**src/rtl/i2c_master.sv**
```systemverilog
// Single-byte I2C register-access master (write or read) with a fixed SCL rate
// of 4*CLK_DIV clk cycles per bit slot; the bus is driven without readback.
module i2c_master #(
  parameter int CLK_DIV = 30
) (
  input  logic       clk,
  input  logic       reset,
  input  logic       start,
  input  logic       rw,
  input  logic [6:0] dev_addr,
  input  logic [7:0] reg_addr,
  input  logic [7:0] wdata,
  output logic [7:0] rdata,
  output logic       busy,
  output logic       done,
  output logic       ack_err,
  output logic       scl_o,
  input  logic       sda_i,
  output logic       sda_o
);

  typedef enum logic [3:0] {
    S_IDLE, S_START, S_ADDR, S_REG, S_WDATA, S_RSTART, S_RADDR, S_RDATA, S_STOP
  } state_t;

  localparam logic [7:0] DIV_LAST = 8'(CLK_DIV - 1);

  state_t     state_q, state_d;
  logic [3:0] bit_q, bit_d;
  logic [1:0] qtr_q, qtr_d;
  logic [7:0] div_q, div_d;
  logic       rw_q, rw_d;
  logic [6:0] dev_q, dev_d;
  logic [7:0] reg_q, reg_d;
  logic [7:0] wdata_q, wdata_d;
  logic [7:0] shift_q, shift_d;
  logic [7:0] rdata_q, rdata_d;
  logic       ack_err_q, ack_err_d;
  logic       busy_q, busy_d;
  logic       done_q, done_d;
  logic       scl_q, scl_d;
  logic       sda_q, sda_d;

  logic       qtr_end_s, slot_end_s, sample_s, ack_slot_s;
  logic [7:0] tx_byte_s;

  // Sequencing, sampling and line levels; line levels are derived from the next state so they register in step with it
  always_comb begin
    state_d    = state_q;
    bit_d      = bit_q;
    qtr_d      = qtr_q;
    div_d      = div_q;
    rw_d       = rw_q;
    dev_d      = dev_q;
    reg_d      = reg_q;
    wdata_d    = wdata_q;
    shift_d    = shift_q;
    rdata_d    = rdata_q;
    ack_err_d  = ack_err_q;
    done_d     = 1'b0;
    qtr_end_s  = (div_q == DIV_LAST);
    slot_end_s = qtr_end_s && (qtr_q == 2'd3);
    sample_s   = qtr_end_s && (qtr_q == 2'd1);
    ack_slot_s = (bit_q == 4'd8);

    if (state_q == S_IDLE) begin
      if (start) begin
        state_d   = S_START;
        rw_d      = rw;
        dev_d     = dev_addr;
        reg_d     = reg_addr;
        wdata_d   = wdata;
        ack_err_d = 1'b0;
        div_d     = 8'd0;
        qtr_d     = 2'd0;
        bit_d     = 4'd0;
      end else begin
        state_d = S_IDLE;
      end
    end else begin
      div_d = qtr_end_s ? 8'd0 : div_q + 8'd1;
      qtr_d = qtr_end_s ? qtr_q + 2'd1 : qtr_q;
      if (sample_s && ack_slot_s && (state_q inside {S_ADDR, S_REG, S_WDATA, S_RADDR})) begin
        ack_err_d = ack_err_q | sda_i;
      end else if (sample_s && !ack_slot_s && (state_q == S_RDATA)) begin
        shift_d = {shift_q[6:0], sda_i};
      end else begin
        shift_d = shift_q;
      end

      if (slot_end_s) begin
        bit_d = bit_q + 4'd1;
        case (state_q)
          S_START:  begin state_d = S_ADDR;  bit_d = 4'd0; end
          S_RSTART: begin state_d = S_RADDR; bit_d = 4'd0; end
          S_STOP:   begin state_d = S_IDLE;  bit_d = 4'd0; done_d = 1'b1; end
          S_RDATA: begin
            if (bit_q == 4'd7) rdata_d = shift_q;
            else rdata_d = rdata_q;
            if (ack_slot_s) begin state_d = S_STOP; bit_d = 4'd0; end
            else state_d = S_RDATA;
          end
          default: begin
            if (ack_slot_s) begin
              bit_d = 4'd0;
              // A NACK on any slave ACK abandons the rest of the frame
              if (ack_err_q) begin
                state_d = S_STOP;
              end else begin
                case (state_q)
                  S_ADDR:  state_d = S_REG;
                  S_REG:   state_d = rw_q ? S_RSTART : S_WDATA;
                  S_RADDR: state_d = S_RDATA;
                  default: state_d = S_STOP;
                endcase
              end
            end else begin
              state_d = state_q;
            end
          end
        endcase
      end else begin
        bit_d = bit_q;
      end
    end

    case (state_d)
      S_ADDR:  tx_byte_s = {dev_q, 1'b0};
      S_REG:   tx_byte_s = reg_q;
      S_WDATA: tx_byte_s = wdata_q;
      S_RADDR: tx_byte_s = {dev_q, 1'b1};
      default: tx_byte_s = 8'hFF;
    endcase

    case (state_d)
      S_IDLE:   begin scl_d = 1'b1;              sda_d = 1'b1; end
      S_START:  begin scl_d = (qtr_d != 2'd3);   sda_d = ~qtr_d[1]; end
      S_RSTART: begin scl_d = (qtr_d[1] ^ qtr_d[0]); sda_d = ~qtr_d[1]; end
      S_STOP:   begin scl_d = (qtr_d != 2'd0);   sda_d = qtr_d[1]; end
      default: begin
        scl_d = (qtr_d[1] ^ qtr_d[0]);
        sda_d = (bit_d == 4'd8) ? 1'b1 : tx_byte_s[3'd7 - bit_d[2:0]];
      end
    endcase

    busy_d = (state_d != S_IDLE);
  end

  // State and output registers; reset releases both bus lines at once
  always_ff @(posedge clk or posedge reset) begin
    if (reset) begin
      state_q   <= S_IDLE;
      bit_q     <= 4'd0;
      qtr_q     <= 2'd0;
      div_q     <= 8'd0;
      rw_q      <= 1'b0;
      dev_q     <= 7'd0;
      reg_q     <= 8'd0;
      wdata_q   <= 8'd0;
      shift_q   <= 8'd0;
      rdata_q   <= 8'd0;
      ack_err_q <= 1'b0;
      busy_q    <= 1'b0;
      done_q    <= 1'b0;
      scl_q     <= 1'b1;
      sda_q     <= 1'b1;
    end else begin
      state_q   <= state_d;
      bit_q     <= bit_d;
      qtr_q     <= qtr_d;
      div_q     <= div_d;
      rw_q      <= rw_d;
      dev_q     <= dev_d;
      reg_q     <= reg_d;
      wdata_q   <= wdata_d;
      shift_q   <= shift_d;
      rdata_q   <= rdata_d;
      ack_err_q <= ack_err_d;
      busy_q    <= busy_d;
      done_q    <= done_d;
      scl_q     <= scl_d;
      sda_q     <= sda_d;
    end
  end

  assign rdata   = rdata_q;
  assign busy    = busy_q;
  assign done    = done_q;
  assign ack_err = ack_err_q;
  assign scl_o   = scl_q;
  assign sda_o   = sda_q;

endmodule

```
**config.mk**
```make
export PLATFORM = sky130hd
export DESIGN_NAME = i2c_master
export DESIGN_NICKNAME = d
export VERILOG_FILES = /design/src/rtl/i2c_master.sv
export SDC_FILE = /design/constraint.sdc
export NUM_CORES = 1
export LEC_CHECK = 0
export ABC_AREA = 1
export CAP_MARGIN = 10
export CORE_MARGIN = 8
export CORE_UTILIZATION = 35
export CTS_BUF_LIST = sky130_fd_sc_hd__clkbuf_2
export CTS_CLUSTER_DIAMETER = 30
export DETAILED_ROUTE_END_ITERATION = 10
export DONT_BUFFER_PORTS = 1
export PLACE_DENSITY = 0.59
export SLEW_MARGIN = 20
export SYNTH_ARGS = -nofsm -noshare
export SYNTH_HDL_FRONTEND = slang
export SYNTH_SLANG_ARGS = --single-unit
```
**constraint.sdc**
```tcl
create_clock -name clk -period 2.25 [get_ports clk]
set_input_delay 0.225 -clock clk [delete_from_list [all_inputs] [get_ports clk]]
set_output_delay 0.225 -clock clk [all_outputs]
set_load 0.1 [all_outputs]
```
==> flow_results.org <==
** Route
- Routed wire per std cell :: approximately 13 um
- In the routed design, unresolved DRC markers number 0.
- Routed via count :: 3073
- After detailed routing, the number of vias per cell comes to ~4.7.
- Routed length on met1 :: between 3000 and 4000 um
- Routed signal wires occupy layers up through met4.
- Summed over all nets, wire length on met3 after detailed routing comes to 396 um.
- After the first detailed-routing iteration, the DRC count stood at 112.
- Before antenna repair, the detailed router went through 4 iterations.
- Once detail routing completed, the nets flagged for antenna violations numbered 0.
- Met2 wire length :: approximately 4100 um
- Total routed wirelength :: around 8600 um

** Worst setup path
- CP Buf/Inv Count :: 3
- The signal on the critical path passes through inv_2 -> ha_4 -> nand3_4 -> inv_2 -> nand2_1 -> nand2_1 -> nand2_1 -> nand2_1 -> nand2_2 -> nand2_4 -> nand3_2 -> nor2_4 -> buf_4 -> a21oi_1 -> nand2_1 -> nand2_1 -> nand2_1 -> nand2_1 -> nand3_1 -> nand2_1 -> nand2_1.
- CP required :: around 2700 ps
- Crit start category :: flop
- Worst Path Class, Setup :: reg2reg
- The slowest stage of the critical path belongs to the cell dfrtp_1.
- Along the worst path, the maximum fanout reaches 7.
- The worst setup path is captured at a flop.
- CP top delay family :: simple AND/OR/NAND/NOR gates
- R2R depth :: 21
- On the worst path, the slowest cell contributes a delay of about 450 ps.
- Data arrives at the worst endpoint at ~2800 ps.
- The cell that appears most often on the critical path is nand2_1.
- The critical path crosses 21 cells after its start point.

** Run
- Count of max-cap constraint violations :: 0

** Hold path
- Path category of the worst min-delay check :: in2reg
- Cells on Worst Hold Path :: 4

** Timing
- Setup repair after global routing could not meet its margin everywhere.
- Setup violations remaining at the end of the flow were counted as 1.
- Summed over all failing endpoints, the final setup total negative slack is -28.5 ps.
- Of the available clock period, the critical path in the final layout requires 1.01.
- Count of final hold-check violations :: 0
- Fmax achieved :: around 440 MHz
- Measured against its own limit, the worst slew margin works out to 0.403.
- The final number of max-transition violations was 0.
- Counting I/O delays and the setup requirement, the final critical path takes around 2300 ps.
- In the post-route analysis, the smallest setup slack over all paths is -28.5 ps.
- For the final database, setup skew stands at just over 40 ps.
- At the pin with the least slew margin, the transition time is roughly 890 ps.

** Floorplanning
- After floorplanning, the core was sized to cover around 9700 sq um.
- Area of the die :: between 10000 and 15000 sq um
- Standard-cell row count :: 36
- From bottom edge to top edge, the die measures 115 um.
- For this configuration, the core starts out at a cell density of 0.357.
- The die is around 120 um wide.
- Ports placed on the boundary :: a little over 40

** Synth
- Share of Yosys cell area claimed by the top area cell type :: 0.442
- Register area share after synthesis :: 0.457
- After synthesis the netlist holds a flip-flop and latch count of 63.
- Averaged over all synthesized cells, the footprint is 7.83 sq um.
- Of all cell types, the one taking the most synthesized area is dfrtp_1.
- Most used DFF post-synth :: dfrtp_1
- Post-synth net total :: roughly 480
- Summing every instance area after synthesis gives approximately 3500 sq um.
- Of all flip-flops after synthesis, the portion carrying an async set or reset was 1.00.
- Top area cells in the synthesized netlist :: dfrtp_1 (44%), nand2_1 (16%), inv_1 (5.1%)
- Yosys printed 0 warnings.
- Library cells used by synthesis :: 35
- Synthesis produced a netlist whose cell count is around 440.
- The synthesized design contains 0 enable-type register cells.

** Final layout
- Fin util :: 0.463
- Once layout is done, the placed cells without fillers occupy 4490 sq um.
- Diodes inserted :: 0
- In the final layout, the share of cells above drive strength 1 is 0.257.
- Non-filler cells, final :: 654
- Layout-stage area growth over the synthesis result :: 30.0%
- The layout has between 900 and 1000 filler cells.
- The net count of the finished layout is between 500 and 600.

** Place
- Weighted congestion reported at the end of routability-driven placement :: between 0.9 and 1
- In this run the cell area measured after placement is ~3800 sq um.
- In this run, placement finished with an instance count of 600.
- Number of input and output port buffers inserted :: 0
- Post-DP HPWL :: 6270 um

** Power
- Part of the power in the clock network :: 0.394
- Net switching component of the power :: ~0.00053 W
- Share of power burned in combinational logic :: 0.049
- Cell internal pwr :: 0.00157 W
- Power spread over the standard cell area amounts to 469 nW/um^2.
- Proportion of total power due to net switching :: 0.253
- The share of total power dissipated in sequential elements is 0.557.
- For this design the static power due to leakage is roughly 2.2 nW.
- The worst-case IR drop observed on VDD is approximately 0.27 mV.

** Global route
- The first global-routing pass estimated between 10000 and 15000 um of wire.
- Largest net degree at the start of global routing :: 33
- In the global route stage, overall resource usage came out at 0.136.
- The via count of the first global-routing pass was just over 3000.
- Aggregate global routing overflow :: 0
- Number of antenna violations at the first check in global routing :: 0

** Clocking
- For the worst-skew pair, the clock arrives at the later sink with an insertion delay of 520 ps.
- The H-tree generated during clock tree synthesis spans 3 levels.
- TritonCTS built the clock tree.
- Clock sink total :: 63
- Clock transition at the register clock pins on the worst setup and hold paths after CTS :: about 220 ps
- Clock tree buffer depth :: 2
- Clock buffers created by TritonCTS :: 9
- CTS Root Buffer Type :: clkbuf_2

** Run status
- The run finished, with violations left.
- Violated checks :: negative setup slack
==> metal layers <==
layer | global-route usage | vias up
met5 | 0 | -
met4 | 0.0569 | 0
met3 | 0.0415 | 19
met2 | 0.220 | 78
met1 | 0.164 | 1427
li1 | - | 1549
==> final timing paths <==
| check | from | endpoint | slack [ps] |
|---|---|---|---|
| hold / removal | start | ack_err | 100 |
| hold reg to reg | wdata_q[3] | wdata_q[3] | 500 |
| setup / recovery | bit_q[1] | sda_o | -30 |
| min in group asynchronous | reset | rdata[7] | 250 |
| max in group asynchronous | reset | sda_o | 1300 |
| setup reg to reg | bit_q[1] | sda_o | -30 |
==> power groups by stage <==
stage / sequential, W / clock (W) / combinational (W)
2_1_floorplan: 0.00119 / 0 / 0.0000383
3_3_place_gp: 0.00119 / 0 / 0.0000631
3_5_place_dp: 0.00119 / 0 / 0.0000654
4_1_cts: 0.00117 / 0.000844 / 0.000103
5_1_grt: 0.00118 / 0.000905 / 0.000117
6_report: 0.00117 / 0.000830 / 0.000102
==> stage by stage <==
stage / worst slack [ps] / hold slack [ps] / total power (W)
after floorplan: 175 / 342 / 0.00123
after global placement: -91.7 / 259 / 0.00125
after detailed placement: -45.5 / 274 / 0.00126
after CTS: -49.5 / 5.85 / 0.00212
after global routing: -188 / 104 / 0.00220
final: -28.5 / 102 / 0.00211
==> cells in the mapped netlist (4+ instances only) <==
library cell and instances:
inv_2 8, nor3_1 5, o21ai_0 30, dfrtp_1 61, nand3_1 21, ha_1 8, nand2_2 12, inv_1 47
nor2_1 34, a31oi_1 4, nand2_4 6, o22ai_1 6, clkbuf_1 6, nor2_4 6, a21oi_1 8, nand2_1 147
==> cells in the final DEF (no fill, tap or decap), drive strengths merged <==
master	n
nand2	165
nand3	26
o31ai	1
dfstp	2
buf	45
o211ai	3
bufinv	2
o22ai	6
nand4	3
mux2	2
a21oi	8
inv	56
clkbuf	9
o21bai	1
o221ai	1
dlygate4sd3	27
clkinvlp	3
a31oi	4
dfrtp	61
o31a	1
ha	8
xnor2	1
clkinv	2
xor2	3
nor3	5
nor2	42
o21ai	33
o32ai	1
==> area by class of cell <==
| class | instances | area, sq um | share of cell area |
|---|---|---|---|
| multi-input combinational | 314 | 1750 | 0.389 |
| sequential | 63 | 1580 | 0.352 |
| timing repair buffer | 72 | 637 | 0.142 |
| inverter | 56 | 214 | 0.0477 |
| tap | 133 | 166 | 0.0371 |
| clock inverter | 7 | 96.3 | 0.0215 |
| clock buffer | 9 | 45.0 | 0.0100 |
==> repair_timing <==
action / in CTS / in global routing
hold endpoints to repair: 56 / 1
hold buffers: 26 / 1
setup endpoints to repair: 1 / 2
pin swaps: 0 / 17
buffers inserted: 0 / 11
resized for setup: 3 / 35
==> logic make-up (layout without fill, tap and decap cells) <==
group	after synthesis	in the layout	share of synthesized area
and+or+nand+nor	241	241	0.323
buffers and inverters	64	144	0.0725
xor gates and xnor gates	4	4	0.0101
AOI/OAI and AO/OA	59	59	0.101
adders and majority gates	8	8	0.0290
DFF	63	63	0.457
muxes	2	2	0.00652
==> sequential cells by signal (all words and copies together), names as in the netlist <==
signal   cells
shift_q      8
reg_q        8
rw_q         1
rdata        8
div_q        8
qtr_q        2
ack_err      1
state_q      4
sda_o        1
bit_q        4
dev_q        7
wdata_q      8
busy         1
done         1
scl_o        1
==> worst register-to-register path, stage by stage (launching register included) <==
cell     delay (ps)
dfrtp_1         450
inv_2            90
ha_4            140
nand3_4         140
inv_2           140
nand2_1          70
nand2_1          50
nand2_1          50
nand2_1          70
nand2_2          60
nand2_4         110
nand3_2         120
nor2_4          180
buf_4           130
a21oi_1          50
nand2_1          60
nand2_1          40
nand2_1          50
nand2_1          50
nand3_1          70
nand2_1          50
nand2_1          50
Note: power is estimated with default switching activity, not from simulation.
